### config.mk
export PLATFORM = sky130hd
export DESIGN_NAME = uart_rx_ctrl
export DESIGN_NICKNAME = d
export VERILOG_FILES = /design/src/rtl/uart_pkg.sv /design/src/rtl/uart_rx_sync.sv /design/src/rtl/uart_rx_ctrl.sv
export SDC_FILE = /design/constraint.sdc
export NUM_CORES = 1
export LEC_CHECK = 0
export CORE_ASPECT_RATIO = 1.75
export CORE_MARGIN = 5
export CORE_UTILIZATION = 52
export CTS_BUF_LIST = sky130_fd_sc_hd__clkbuf_2
export DETAILED_ROUTE_END_ITERATION = 12
export PLACE_DENSITY_LB_ADDON = 0.2
export SYNTH_ARGS = -nofsm -noshare
export SYNTH_HDL_FRONTEND = slang
export SYNTH_HIERARCHICAL = 1
export SYNTH_SLANG_ARGS = --single-unit
### constraint.sdc
create_clock -name clock -period 1.7 [get_ports clock]
set_input_delay 0.34 -clock clock [delete_from_list [all_inputs] [get_ports clock]]
set_output_delay 0.34 -clock clock [all_outputs]
set_load 0.01 [all_outputs]
### src/rtl/uart_pkg.sv
// +--------------------------------------------------------------------+
// | uart_pkg : shared UART types, baud-select codes and default sizes  |
// | Rev 1.0                                                            |
// +--------------------------------------------------------------------+
`default_nettype none

package uart_pkg;

  typedef enum logic [2:0] {
    IDLE   = 3'd0,
    START  = 3'd1,
    DATA   = 3'd2,
    PARITY = 3'd3,
    STOP   = 3'd4
  } rx_state_e;

  localparam logic [1:0] BAUD_2400  = 2'b00;
  localparam logic [1:0] BAUD_4800  = 2'b01;
  localparam logic [1:0] BAUD_9600  = 2'b10;
  localparam logic [1:0] BAUD_19200 = 2'b11;

  localparam int DEF_OVERSAMPLE = 16;
  localparam int DEF_DATA_BITS  = 8;

endpackage

`default_nettype wire

### src/rtl/uart_rx_sync.sv
// +--------------------------------------------------------------------+
// | uart_rx_sync : rx_serial synchroniser plus falling-edge detector   |
// | Rev 1.0                                                            |
// +--------------------------------------------------------------------+
`default_nettype none

module uart_rx_sync #(
  parameter int SYNC_STAGES = 2
) (
  input  logic clock,
  input  logic rst,
  input  logic rx_serial,
  output logic rxs,
  output logic rxs_fall
);

  logic [SYNC_STAGES-1:0] sync_q;
  logic [SYNC_STAGES-1:0] sync_d;
  logic                   rxs_q;
  logic                   rxs_d;

  generate
    if (SYNC_STAGES == 1) begin : g_single
      always_comb sync_d = rx_serial;
    end else begin : g_chain
      always_comb sync_d = {sync_q[SYNC_STAGES-2:0], rx_serial};
    end
  endgenerate

  always_comb rxs_d = sync_q[SYNC_STAGES-1];

  // Reset to the idle-high level so release never looks like a start edge.
  always_ff @(posedge clock or negedge rst) begin
    if (!rst) begin
      sync_q <= '1;
      rxs_q  <= 1'b1;
    end else begin
      sync_q <= sync_d;
      rxs_q  <= rxs_d;
    end
  end

  assign rxs      = sync_q[SYNC_STAGES-1];
  assign rxs_fall = rxs_q & ~rxs;

endmodule

`default_nettype wire

### src/rtl/uart_rx_ctrl.sv
// +--------------------------------------------------------------------+
// | uart_rx_ctrl : UART receive sequencer, valid/ack byte output;      |
// | parity checking is enabled by defining UART_RX_PARITY_EN. Rev 1.0  |
// +--------------------------------------------------------------------+
`default_nettype none

module uart_rx_ctrl
  import uart_pkg::*;
#(
  parameter int DATA_BITS   = DEF_DATA_BITS,
  parameter int OVERSAMPLE  = DEF_OVERSAMPLE,
  parameter int SYNC_STAGES = 2
) (
  input  logic                 clock,
  input  logic                 rst,
  input  logic                 baud_in,
  input  logic                 rx_serial,
  input  logic                 rx_ack,
  output logic [DATA_BITS-1:0] rx_data,
  output logic                 rx_valid,
  output logic                 busy,
  output logic                 frame_err,
  output logic                 overrun_err,
  output logic                 parity_err
);

  localparam int SCW = $clog2(OVERSAMPLE);
  localparam int BCW = $clog2(DATA_BITS + 1);
  localparam logic [SCW-1:0] HALF_M1  = SCW'(OVERSAMPLE / 2 - 1);
  localparam logic [SCW-1:0] FULL_M1  = SCW'(OVERSAMPLE - 1);
  localparam logic [BCW-1:0] LAST_BIT = BCW'(DATA_BITS - 1);

  rx_state_e            state_q, state_d;
  logic                 baud_in_q, baud_in_d;
  logic [SCW-1:0]       samp_q, samp_d;
  logic [BCW-1:0]       bit_q, bit_d;
  logic [DATA_BITS-1:0] shreg_q, shreg_d;
  logic [DATA_BITS-1:0] data_q, data_d;
  logic                 valid_q, valid_d;
  logic                 frame_err_q, frame_err_d;
  logic                 overrun_err_q, overrun_err_d;
  logic                 tick;
  logic                 rxs;
  logic                 rxs_fall;
  logic                 drop;

  uart_rx_sync #(
    .SYNC_STAGES (SYNC_STAGES)
  ) u_sync (
    .clock     (clock),
    .rst       (rst),
    .rx_serial (rx_serial),
    .rxs       (rxs),
    .rxs_fall  (rxs_fall)
  );

  assign tick = baud_in & ~baud_in_q;

`ifdef UART_RX_PARITY_EN
  logic par_bad_q, par_bad_d;
  logic parity_err_q, parity_err_d;
  assign drop       = par_bad_q;
  assign parity_err = parity_err_q;
`else
  assign drop       = 1'b0;
  assign parity_err = 1'b0;
`endif

  always_comb begin
    state_d       = state_q;
    baud_in_d     = baud_in;
    samp_d        = samp_q;
    bit_d         = bit_q;
    shreg_d       = shreg_q;
    data_d        = data_q;
    valid_d       = valid_q & ~rx_ack;
    frame_err_d   = 1'b0;
    overrun_err_d = 1'b0;
`ifdef UART_RX_PARITY_EN
    par_bad_d     = par_bad_q;
    parity_err_d  = 1'b0;
`endif
    case (state_q)
      IDLE: begin
        if (rxs_fall) begin
          samp_d  = '0;
          state_d = START;
        end
      end
      START: begin
        if (tick) begin
          if (samp_q == HALF_M1) begin
            if (rxs) begin
              state_d = IDLE;
            end else begin
              samp_d  = '0;
              bit_d   = '0;
              state_d = DATA;
`ifdef UART_RX_PARITY_EN
              par_bad_d = 1'b0;
`endif
            end
          end else begin
            samp_d = samp_q + 1'b1;
          end
        end
      end
      DATA: begin
        if (tick) begin
          if (samp_q == FULL_M1) begin
            samp_d  = '0;
            shreg_d = {rxs, shreg_q[DATA_BITS-1:1]};
            if (bit_q == LAST_BIT) begin
              bit_d = '0;
`ifdef UART_RX_PARITY_EN
              state_d = PARITY;
`else
              state_d = STOP;
`endif
            end else begin
              bit_d = bit_q + 1'b1;
            end
          end else begin
            samp_d = samp_q + 1'b1;
          end
        end
      end
`ifdef UART_RX_PARITY_EN
      PARITY: begin
        if (tick) begin
          if (samp_q == FULL_M1) begin
            samp_d       = '0;
            par_bad_d    = ^{shreg_q, rxs};
            parity_err_d = ^{shreg_q, rxs};
            state_d      = STOP;
          end else begin
            samp_d = samp_q + 1'b1;
          end
        end
      end
`endif
      STOP: begin
        if (tick) begin
          if (samp_q == FULL_M1) begin
            samp_d  = '0;
            state_d = IDLE;
            // An ack in this same clock frees the holding register for the new byte.
            if (!rxs) begin
              frame_err_d = 1'b1;
            end else if (!drop) begin
              if (!valid_q || rx_ack) begin
                data_d  = shreg_q;
                valid_d = 1'b1;
              end else begin
                overrun_err_d = 1'b1;
              end
            end
          end else begin
            samp_d = samp_q + 1'b1;
          end
        end
      end
      default: state_d = IDLE;
    endcase
  end

  always_ff @(posedge clock or negedge rst) begin
    if (!rst) begin
      state_q       <= IDLE;
      baud_in_q     <= 1'b0;
      samp_q        <= '0;
      bit_q         <= '0;
      shreg_q       <= '0;
      data_q        <= '0;
      valid_q       <= 1'b0;
      frame_err_q   <= 1'b0;
      overrun_err_q <= 1'b0;
`ifdef UART_RX_PARITY_EN
      par_bad_q     <= 1'b0;
      parity_err_q  <= 1'b0;
`endif
    end else begin
      state_q       <= state_d;
      baud_in_q     <= baud_in_d;
      samp_q        <= samp_d;
      bit_q         <= bit_d;
      shreg_q       <= shreg_d;
      data_q        <= data_d;
      valid_q       <= valid_d;
      frame_err_q   <= frame_err_d;
      overrun_err_q <= overrun_err_d;
`ifdef UART_RX_PARITY_EN
      par_bad_q     <= par_bad_d;
      parity_err_q  <= parity_err_d;
`endif
    end
  end

  assign rx_data     = data_q;
  assign rx_valid    = valid_q;
  assign busy        = (state_q != IDLE);
  assign frame_err   = frame_err_q;
  assign overrun_err = overrun_err_q;

endmodule

`default_nettype wire

==> impl_metrics.tcl <==
set metrics [dict create \
    outcome "finished, violations left" \
    violations "setup timing" \
    hp-class "in -> async" \
    die_h_um 83.9 \
    routed_via_density 5.48 \
    worstSetupPathType "reg -> reg" \
    fmax_mhz 572 \
    final_hold_viol_count 0 \
    routed_wirelength_mm 3.75 \
    clock-sinks 34 \
    num_rows 27 \
    grt_pass1_vias 1478 \
    io_buffers 16 \
    timing.final.crit_share_pct 103 \
    grt_usage_pct 19.6 \
    cp_slowest_cell "or4b_4" \
    start_util_pct 52.8 \
    firstDrtPassIters 4 \
    clock_latency_ns 0.37 \
    reg2reg_to "bit_q[3]" \
    power_frac_seq_pct 43.0 \
    fin_skew_ns 0.0146 \
    ys_seq_area_share_pct 52.7 \
    antenna_found_initial 0 \
    ff2ff_setup_slack_ns -0.05 \
    finish.utilization_pct 74.4 \
    syn_inst 141 \
    drv_slew 0 \
    place_ws_ns -0.320 \
    htreeDepth 2 \
    final_cell_mix "buf_4 (35), dfrtp_1 (30), mux2_1 (11)" \
    setup.worst_path.end_class "flop" \
    final_common_cell "buf_4" \
    die_area_um2 4380 \
    finalSetupViolCount 5 \
    area_growth_pct 40.9 \
    synth_cell_types 46 \
    comb_power_share_pct 24.1 \
    num-nets-final 202 \
    die_x_um 52.2 \
    grt_pass1_wl_mm 6.53 \
    arrival_ns 2.04 \
    postRouteAntennaNets 0 \
    startpoint "samp_q[3]" \
    power_switching_uw 550 \
    netSwitchingFraction_pct 26.3 \
    cts_max_path_buffers 2 \
    ys_ff_latch 34 \
    overflow 0 \
    avgSynthCellArea_um2 11.5 \
    ir_drop_mv 0.704 \
    post-route-min-period_ns 1.75 \
    synth_warnings 6 \
    rsz0062_at_grt "yes" \
    setup.worst_path.end "bit_q[3]" \
    hpwl_mm 2.61 \
    grt_max_degree 35 \
    total_power_mw 2.09 \
    core_region_area_um2 3070 \
    drv_cap 0 \
    path_cells "or4b_4 -> a211o_1 -> buf_4 -> o21ai_1 -> o31ai_2" \
    num_io_pins 18 \
    p_per_area_nw_per_um2 914 \
    clockRootBuffer "clkbuf_2" \
    internal-power_mw 1.54 \
    fin_ws_ns -0.0498 \
    hold_buffers 0 \
    synth.net_count 148 \
    rr_worst_depth 5 \
    syn_area_um2 1620 \
    crit_required_ns 1.99 \
    synth_edf_count 0 \
    crit_fanout 5 \
    route.detailed.drc 0 \
    timing.hold.ws_ns 0.329 \
    diodes 0 \
    cts_buffers 5 \
    start_kind "flop" \
    place.gp.congestion 0.857 \
    clk_pin_slew_ns 0.19 \
    synthArstFlopShare_pct 100 \
    drive_gt1_share_pct 35.2 \
    cts_tree "built" \
    synth_flop_cell "dfrtp_1" \
    detail_route.iter0.violations 23 \
    r2r-start "samp_q[3]" \
    via_count 1309 \
    wl_per_cell_um 15.7 \
    cpPeakStageDelay_ns 0.54 \
    p_leak_nw 1.21 \
    pwr-share-clk_pct 32.8 \
]
## synthesized netlist by cell type (all sizes together) (3+ instances only)
master | count | area [µm²]
nand3b | 3 | 22.5
nor3b | 3 | 27.5
dfrtp | 31 | 776
buf | 4 | 22.5
nand3 | 6 | 35.0
dfstp | 3 | 78.8
inv | 3 | 11.3
nor2 | 7 | 26.3
clkbuf | 3 | 11.3
nand2 | 9 | 33.8
o21ai | 12 | 60.1
nor2b | 5 | 38.8
mux2 | 17 | 191
## stage by stage
stage	instance area [µm²]	instances	setup TNS (ns)
after detailed placement	2010	220	-6.22
after CTS	2190	234	-0.131
after global placement	2010	220	-5.47
after global routing	2290	239	-1.26
after floorplan	1630	141	-0.0544
final	2290	239	-0.115
## sequential cells by signal, indices dropped and copies added, names as in the netlist
signal,flops
baud_in_q,1
bit_q,4
frame_err,1
overrun_err,1
rx_data,8
rx_valid,1
samp_q,4
shreg_q,8
state_q,3
u_sync/rxs_q,1
u_sync/sync_q,2
## routing by layer
metal / wire (µm) / GRT usage, % / share of wire (%)
met4: 78 / 7.67 / 2.1
met1: 1350 / 20.9 / 36
met3: 129 / 3.94 / 3.4
met2: 2190 / 35.9 / 58
met5: 0 / 0 / 0
## worst max-delay path, delay by kind of cell (launching register included)
family	cells	cell delay [ns]
buf+inv	1	0.16
flops	1	0.43
simple gates	1	0.54
compound gates	3	0.52
## final cells by class
type                            instances  area [µm²]
Clock buffer                            5        25.0
Clock inverter                          3        68.8
Fill cell                             206         788
Inverter                                3        11.3
Multi-Input combinational cell         97         791
Sequential cell                        34         856
Tap cell                               43        53.8
Timing Repair Buffer                   54         480
## logic make-up after synthesis
family / synth area share [%]
AOI/OAI and AO/OA: 10.3
xor gates and xnor gates: 1.08
other: 0.231
and+or+nand+nor: 19.0
buffers and inverters: 2.78
adders and majority gates: 1.54
DFF: 52.7
muxes: 12.4
## how the worst min path moves through the flow
stage | start | endpoint | slack (ns) | cells past startpoint
after global placement | u_sync/sync_q[0] | u_sync/sync_q[1] | 0.35 | 0
after CTS | rst | shreg_q[2] | 0.32 | 2
after global routing | rx_serial | u_sync/sync_q[0] | 0.32 | 1
after detailed placement | u_sync/sync_q[0] | u_sync/sync_q[1] | 0.35 | 0
after floorplan | rst | baud_in_q | 0.04 | 0
final | rst | shreg_q[0] | 0.33 | 2
## timing repair
item,CTS,global route
endpoints found under the hold margin,0,0
setup endpoints to repair,19,31
pin swaps,4,3
resized for setup,13,14
buffers inserted,6,5
## power groups by stage
stage                     sequential (mW)  clock (mW)  combinational [mW]
after floorplan                     0.897           0               0.202
after global placement              0.905           0               0.356
after detailed placement            0.907           0               0.377
after CTS                           0.901       0.707               0.448
after global routing                0.905       0.743               0.535
final                               0.900       0.686               0.504
No activity file was read; power rests on OpenSTA's default activity.
